**src/rtl/mips_pkg.sv**
```systemverilog
// rtl/mips_pkg.sv - shared MIPS pipeline constants and divider FSM state type
package mips_pkg;

    localparam int STAGE_PC  = 0;
    localparam int STAGE_IF  = 1;
    localparam int STAGE_ID  = 2;
    localparam int STAGE_EX  = 3;
    localparam int STAGE_MEM = 4;
    localparam int STAGE_WB  = 5;

    localparam int NUM_STAGES         = STAGE_WB;
    localparam int DIV_CYCLES_DEFAULT = 32;

    typedef enum logic {
        DIV_IDLE = 1'b0,
        DIV_BUSY = 1'b1
    } div_state_e;

endpackage

```
**src/rtl/div_occupancy_counter.sv**
```systemverilog
// rtl/div_occupancy_counter.sv - divider occupancy FSM with down-counter, busy/done flags and abort
module div_occupancy_counter
    import mips_pkg::*;
#(
    parameter int DIV_CYCLES = DIV_CYCLES_DEFAULT,
    parameter int CNT_W      = $clog2(DIV_CYCLES + 1)
) (
    input  logic clock,
    input  logic reset,
    input  logic start,
    input  logic abort,
    output logic div_busy,
    output logic div_done
);

    div_state_e       state_q, state_d;
    logic [CNT_W-1:0] count_q, count_d;

    always_ff @(posedge clock) begin
        if (reset) begin
            state_q <= DIV_IDLE;
            count_q <= '0;
        end else begin
            state_q <= state_d;
            count_q <= count_d;
        end
    end

    always_comb begin
        state_d = state_q;
        count_d = count_q;
        if (abort) begin
            state_d = DIV_IDLE;
            count_d = '0;
        end else begin
            case (state_q)
                DIV_IDLE: begin
                    if (start) begin
                        state_d = DIV_BUSY;
                        count_d = CNT_W'(DIV_CYCLES - 1);
                    end
                end
                DIV_BUSY: begin
                    // A start while busy is deliberately ignored: no restart.
                    if (count_q == '0) begin
                        state_d = DIV_IDLE;
                        count_d = '0;
                    end else begin
                        count_d = count_q - CNT_W'(1);
                    end
                end
                default: begin
                    state_d = DIV_IDLE;
                    count_d = '0;
                end
            endcase
        end
    end

    always_comb begin
        div_busy = (state_q == DIV_BUSY);
        div_done = (state_q == DIV_BUSY) && (count_q == '0) && !abort;
    end

endmodule

```
**src/rtl/pipeline_control.sv**
```systemverilog
// rtl/pipeline_control.sv - pipeline stall/bubble/flush controller; PIPELINE_CONTROL_PERF_EN adds stall_cycles
module pipeline_control
    import mips_pkg::*;
#(
    parameter int STAGES     = NUM_STAGES,
    parameter int DIV_STAGE  = STAGE_EX,
    parameter int DIV_CYCLES = DIV_CYCLES_DEFAULT,
    parameter int CNT_W      = $clog2(DIV_CYCLES + 1)
) (
    input  logic              clock,
    input  logic              reset,
    input  logic [STAGES-1:0] stall_request,
    input  logic              div_start,
    input  logic              flush_request,
    output logic [STAGES:0]   stall,
    output logic [STAGES-1:0] bubble,
    output logic              flush,
    output logic              div_busy,
    output logic              div_done
`ifdef PIPELINE_CONTROL_PERF_EN
    ,
    output logic [31:0]       stall_cycles
`endif
);

    logic              div_hold;
    logic              abort;
    logic [STAGES-1:0] req;
    logic [STAGES:0]   stall_pre;
    logic              acc;

    assign abort    = flush_request | reset;
    assign div_hold = div_busy & ~div_done;

    div_occupancy_counter #(
        .DIV_CYCLES (DIV_CYCLES),
        .CNT_W      (CNT_W)
    ) u_div_occupancy_counter (
        .clock    (clock),
        .reset    (reset),
        .start    (div_start),
        .abort    (abort),
        .div_busy (div_busy),
        .div_done (div_done)
    );

    // Suffix-OR from the top: stall[j] is set when any stage k >= j requests.
    always_comb begin
        req       = stall_request;
        stall_pre = '0;
        acc       = 1'b0;
        for (int k = 1; k <= STAGES; k++) begin
            if (k == DIV_STAGE) begin
                req[k-1] = stall_request[k-1] | div_hold;
            end
        end
        for (int j = STAGES; j >= 1; j--) begin
            acc          = acc | req[j-1];
            stall_pre[j] = acc;
        end
        stall_pre[0] = acc;
    end

    always_comb begin
        flush  = flush_request & ~reset;
        stall  = '0;
        bubble = '0;
        if (!reset && !flush_request) begin
            stall = stall_pre;
            for (int j = 1; j <= STAGES; j++) begin
                bubble[j-1] = stall_pre[j-1] & ~stall_pre[j];
            end
        end
    end

`ifdef PIPELINE_CONTROL_PERF_EN
    logic [31:0] stall_cycles_q, stall_cycles_d;

    // Flush does not clear the counter; only reset does.
    always_comb begin
        stall_cycles_d = stall_cycles_q;
        if (stall != '0) begin
            stall_cycles_d = stall_cycles_q + 32'd1;
        end
    end

    always_ff @(posedge clock) begin
        if (reset) begin
            stall_cycles_q <= '0;
        end else begin
            stall_cycles_q <= stall_cycles_d;
        end
    end

    assign stall_cycles = stall_cycles_q;
`endif

endmodule
```
**config.mk**
```make
export PLATFORM = sky130hd
export DESIGN_NAME = pipeline_control
export DESIGN_NICKNAME = d
export VERILOG_FILES = /design/src/rtl/mips_pkg.sv /design/src/rtl/div_occupancy_counter.sv /design/src/rtl/pipeline_control.sv
export SDC_FILE = /design/constraint.sdc
export NUM_CORES = 1
export LEC_CHECK = 0
export BUFFER_PORTS_ARGS = -buffer_cell sky130_fd_sc_hd__buf_2
export CORE_AREA = 2 2 39 41
export DETAILED_ROUTE_END_ITERATION = 8
export DIE_AREA = 0 0 41 43
export GPL_ROUTABILITY_DRIVEN = 0
export MAX_ROUTING_LAYER = met4
export PLACE_DENSITY_LB_ADDON = 0.05
export SYNTH_ARGS = -nofsm -noshare
export SYNTH_HDL_FRONTEND = slang
export SYNTH_SLANG_ARGS = --single-unit
```
**constraint.sdc**
```tcl
create_clock -name clock -period 1.7 [get_ports clock]
set_input_delay 0.255 -clock clock [delete_from_list [all_inputs] [get_ports clock]]
set_output_delay 0.255 -clock clock [all_outputs]
set_load 0.005 [all_outputs]
```
==> impl_metrics.env <==
export IMPL_clkSlewWorstSetupHoldPaths_ns=0.06
export IMPL_start_util_pct=35.35
export IMPL_rr_worst_depth=5
export IMPL_postSynthCellCount=63
export IMPL_avgSynthCellArea_um2=7.765
export IMPL_netlist_area_um2=489.2
export IMPL_grt_overflow=0
export IMPL_hold_path_class="input port to flip-flop"
export IMPL_routed_wl_um=1364
export IMPL_grt_use_total_pct=18.43
export IMPL_cp_max_fo=7
export IMPL_final_setup_viol_count=4
export IMPL_ant_nets=0
export IMPL_start_kind="flip-flop"
export IMPL_area_growth_pct=57.03
export IMPL_yosysSeqAreaShare_pct=28.64
export IMPL_hold_ws_ns=0.3074
export IMPL_dp_hpwl_um=1004
export IMPL_dp_cells=106
export IMPL_drive_gt1_share_pct=51.04
export IMPL_dr_first_iter_drc_count=5
export IMPL_layout_common_cells="21 x buf_2, 12 x buf_4, 5 x a21oi_1"
export IMPL_n_antenna_cell=0
export IMPL_rsz0062_at_grt="yes"
export IMPL_post_route_util_pct=55.52
export IMPL_p_leak_nw=0.3525
export IMPL_power_density_nw_per_um2=641.3
export IMPL_antenna_found_initial=0
export IMPL_final_common_cell="buf_2"
export IMPL_fin_skew_ns=0.0006536
export IMPL_worstPathRequired_ns=1.44
export IMPL_numCtsBuffers=3
export IMPL_fin_crit_sh_pct=103.7
export IMPL_synth_nets=74
export IMPL_ios=23
export IMPL_ys_warnings_count=0
export IMPL_cts_sinks=7
export IMPL_drc=0
export IMPL_placedInstanceArea_um2=669.4
export IMPL_ys_ff_latch=7
export IMPL_fin_crit_ns=1.763
export IMPL_grt_pass1_wl_um=2173
export IMPL_path_class="flip-flop to output pin"
export IMPL_port_buffers=21
export IMPL_finalHoldViolations=0
export IMPL_total_power_mw=0.4927
export IMPL_clk_latency_ns=0.25
export IMPL_fmax_ghz=0.5671
export IMPL_status="finished with violations"
export IMPL_vias=571
export IMPL_reg2reg_to="u_div_occupancy_counter.count_q[5]"
export IMPL_die_area_um2=1763
export IMPL_hp_start="div_start"
export IMPL_crit_reg2reg_launch="u_div_occupancy_counter.count_q[2]"
export IMPL_hold_end="u_div_occupancy_counter.count_q[1]"
export IMPL_vdd_drop_max_v=0.0004670
export IMPL_synth_cell_types=34
export IMPL_cts_tree="yes"
export IMPL_fin_area_um2=768.2
export IMPL_min_path_cells=3
export IMPL_htreeDepth=1
export IMPL_crit_path_start="u_div_occupancy_counter.count_q[2]"
export IMPL_violations="setup timing"
export IMPL_die_x_um=41
export IMPL_pre_cts_ws_ns=0.02458
export IMPL_crit_arrival_ns=1.51
export IMPL_cp_end_kind="output pin"
export IMPL_final_cell_count_no_fill=112
export IMPL_fp_coreArea_um2=1384
export IMPL_worst_slack_ns=-0.06334
export IMPL_grt_max_degree=12
export IMPL_cts_buffer_depth=2
export IMPL_maxSlewViolCount=0
export IMPL_grt_pass1_vias=513
export IMPL_rows=14
export IMPL_tns_ns=-0.1522
export IMPL_finalNetCount=108
export IMPL_viasPerCell=5.098
export IMPL_clockRootBuffer="clkbuf_4"
export IMPL_wire_per_inst_um=12.18
export IMPL_die_y_um=43
export IMPL_firstDrtPassIters=3
export IMPL_rrSetupSlack_ns=0.05
export IMPL_drv_cap=0
## cell usage after synthesis
| library cell | number | share of area, % |
|---|---|---|
| a31oi_1 | 3 | 3.8 |
| nor4_1 | 1 | 1.3 |
| o31ai_1 | 2 | 3.1 |
| nor2b_1 | 2 | 2.6 |
| nor2_1 | 5 | 3.8 |
| conb_1 | 1 | 0.77 |
| nand2b_1 | 2 | 2.6 |
| o41ai_1 | 1 | 1.8 |
| o211ai_1 | 2 | 3.1 |
| or2_2 | 1 | 1.3 |
| clkbuf_2 | 1 | 1.0 |
| nor3b_1 | 1 | 1.5 |
| inv_1 | 4 | 3.1 |
| or4b_2 | 1 | 2.0 |
| or3b_1 | 1 | 1.8 |
| buf_4 | 2 | 3.1 |
| or4_1 | 1 | 1.5 |
| a2111oi_0 | 1 | 1.8 |
| o2111ai_1 | 1 | 1.8 |
| a21oi_1 | 5 | 5.1 |
| and4_1 | 2 | 3.6 |
| o32ai_1 | 1 | 1.8 |
| or3_1 | 1 | 1.3 |
| o21ai_1 | 1 | 1.0 |
| nor3_1 | 1 | 1.0 |
| and2_1 | 1 | 1.3 |
| ha_1 | 2 | 5.1 |
| o21bai_1 | 1 | 1.5 |
| o21ai_0 | 1 | 1.0 |
| dfxtp_1 | 7 | 29 |
| and3_1 | 1 | 1.3 |
| nand2_1 | 3 | 2.3 |
| clkbuf_1 | 2 | 1.5 |
| or3b_2 | 1 | 1.8 |
## final cells by class
class                      instances  area [µm²]
timing repair buffer              34       206.4
fill                             151       615.6
clock buffer                       4       26.28
sequential                         7       143.9
multi-input combinational         47       356.6
inverter                           4       15.01
tap                               16       20.02
## repair_timing
action                                  CTS  global route
buffers inserted                          2             0
endpoints found under the setup margin    8             8
pin swaps                                 6             3
hold buffers                              0             0
resized for setup                        12             2
## worst max path at each step
stage / end / slack [ns] / cells after the start
3_3_place_gp: bubble[3] / -0.01 / 6
5_1_grt: bubble[2] / -0.12 / 4
4_1_cts: bubble[1] / -0.05 / 4
3_5_place_dp: bubble[3] / 0.02 / 6
6_report: bubble[1] / -0.06 / 4
2_1_floorplan: stall[1] / 0.02 / 5
## cells by family (layout without fill, tap and decap cells)
| family | count (synthesis) | after routing | share of synthesized area, % |
|---|---|---|---|
| simple gates | 25 | 25 | 30.95 |
| compound gates | 19 | 19 | 25.83 |
| buf+inv | 9 | 42 | 8.693 |
| other cells | 1 | 1 | 0.7665 |
| flops | 7 | 7 | 28.64 |
| fa+ha+maj | 2 | 2 | 5.114 |
## metal layers
metal / up-vias / global-route usage [%] / wire (µm)
met4: 0 / 2.000 / 8
met1: 261 / 23.55 / 616
met2: 13 / 27.50 / 673
met3: 2 / 7.853 / 65
met5: - / - / 0
li1: 295 / - / -
## critical path, stage by stage, from the launching register on
cell and delay, ns:
dfxtp_2 0.31, or3_4 0.40, o21ai_4 0.22, and4_1 0.21, buf_2 0.11
## where the power goes
part | internal (mW) | switching, mW | total [mW]
Combinational | 0.0801 | 0.0749 | 0.155
Sequential | 0.173 | 0.00635 | 0.180
Clock | 0.0900 | 0.0681 | 0.158
Total | 0.343 | 0.149 | 0.493
## flip-flops by register name (all words and copies together) (netlist names)
register and count:
u_div_occupancy_counter.count_q 6, u_div_occupancy_counter.div_busy 1
No activity file was read; power rests on OpenSTA's default activity.
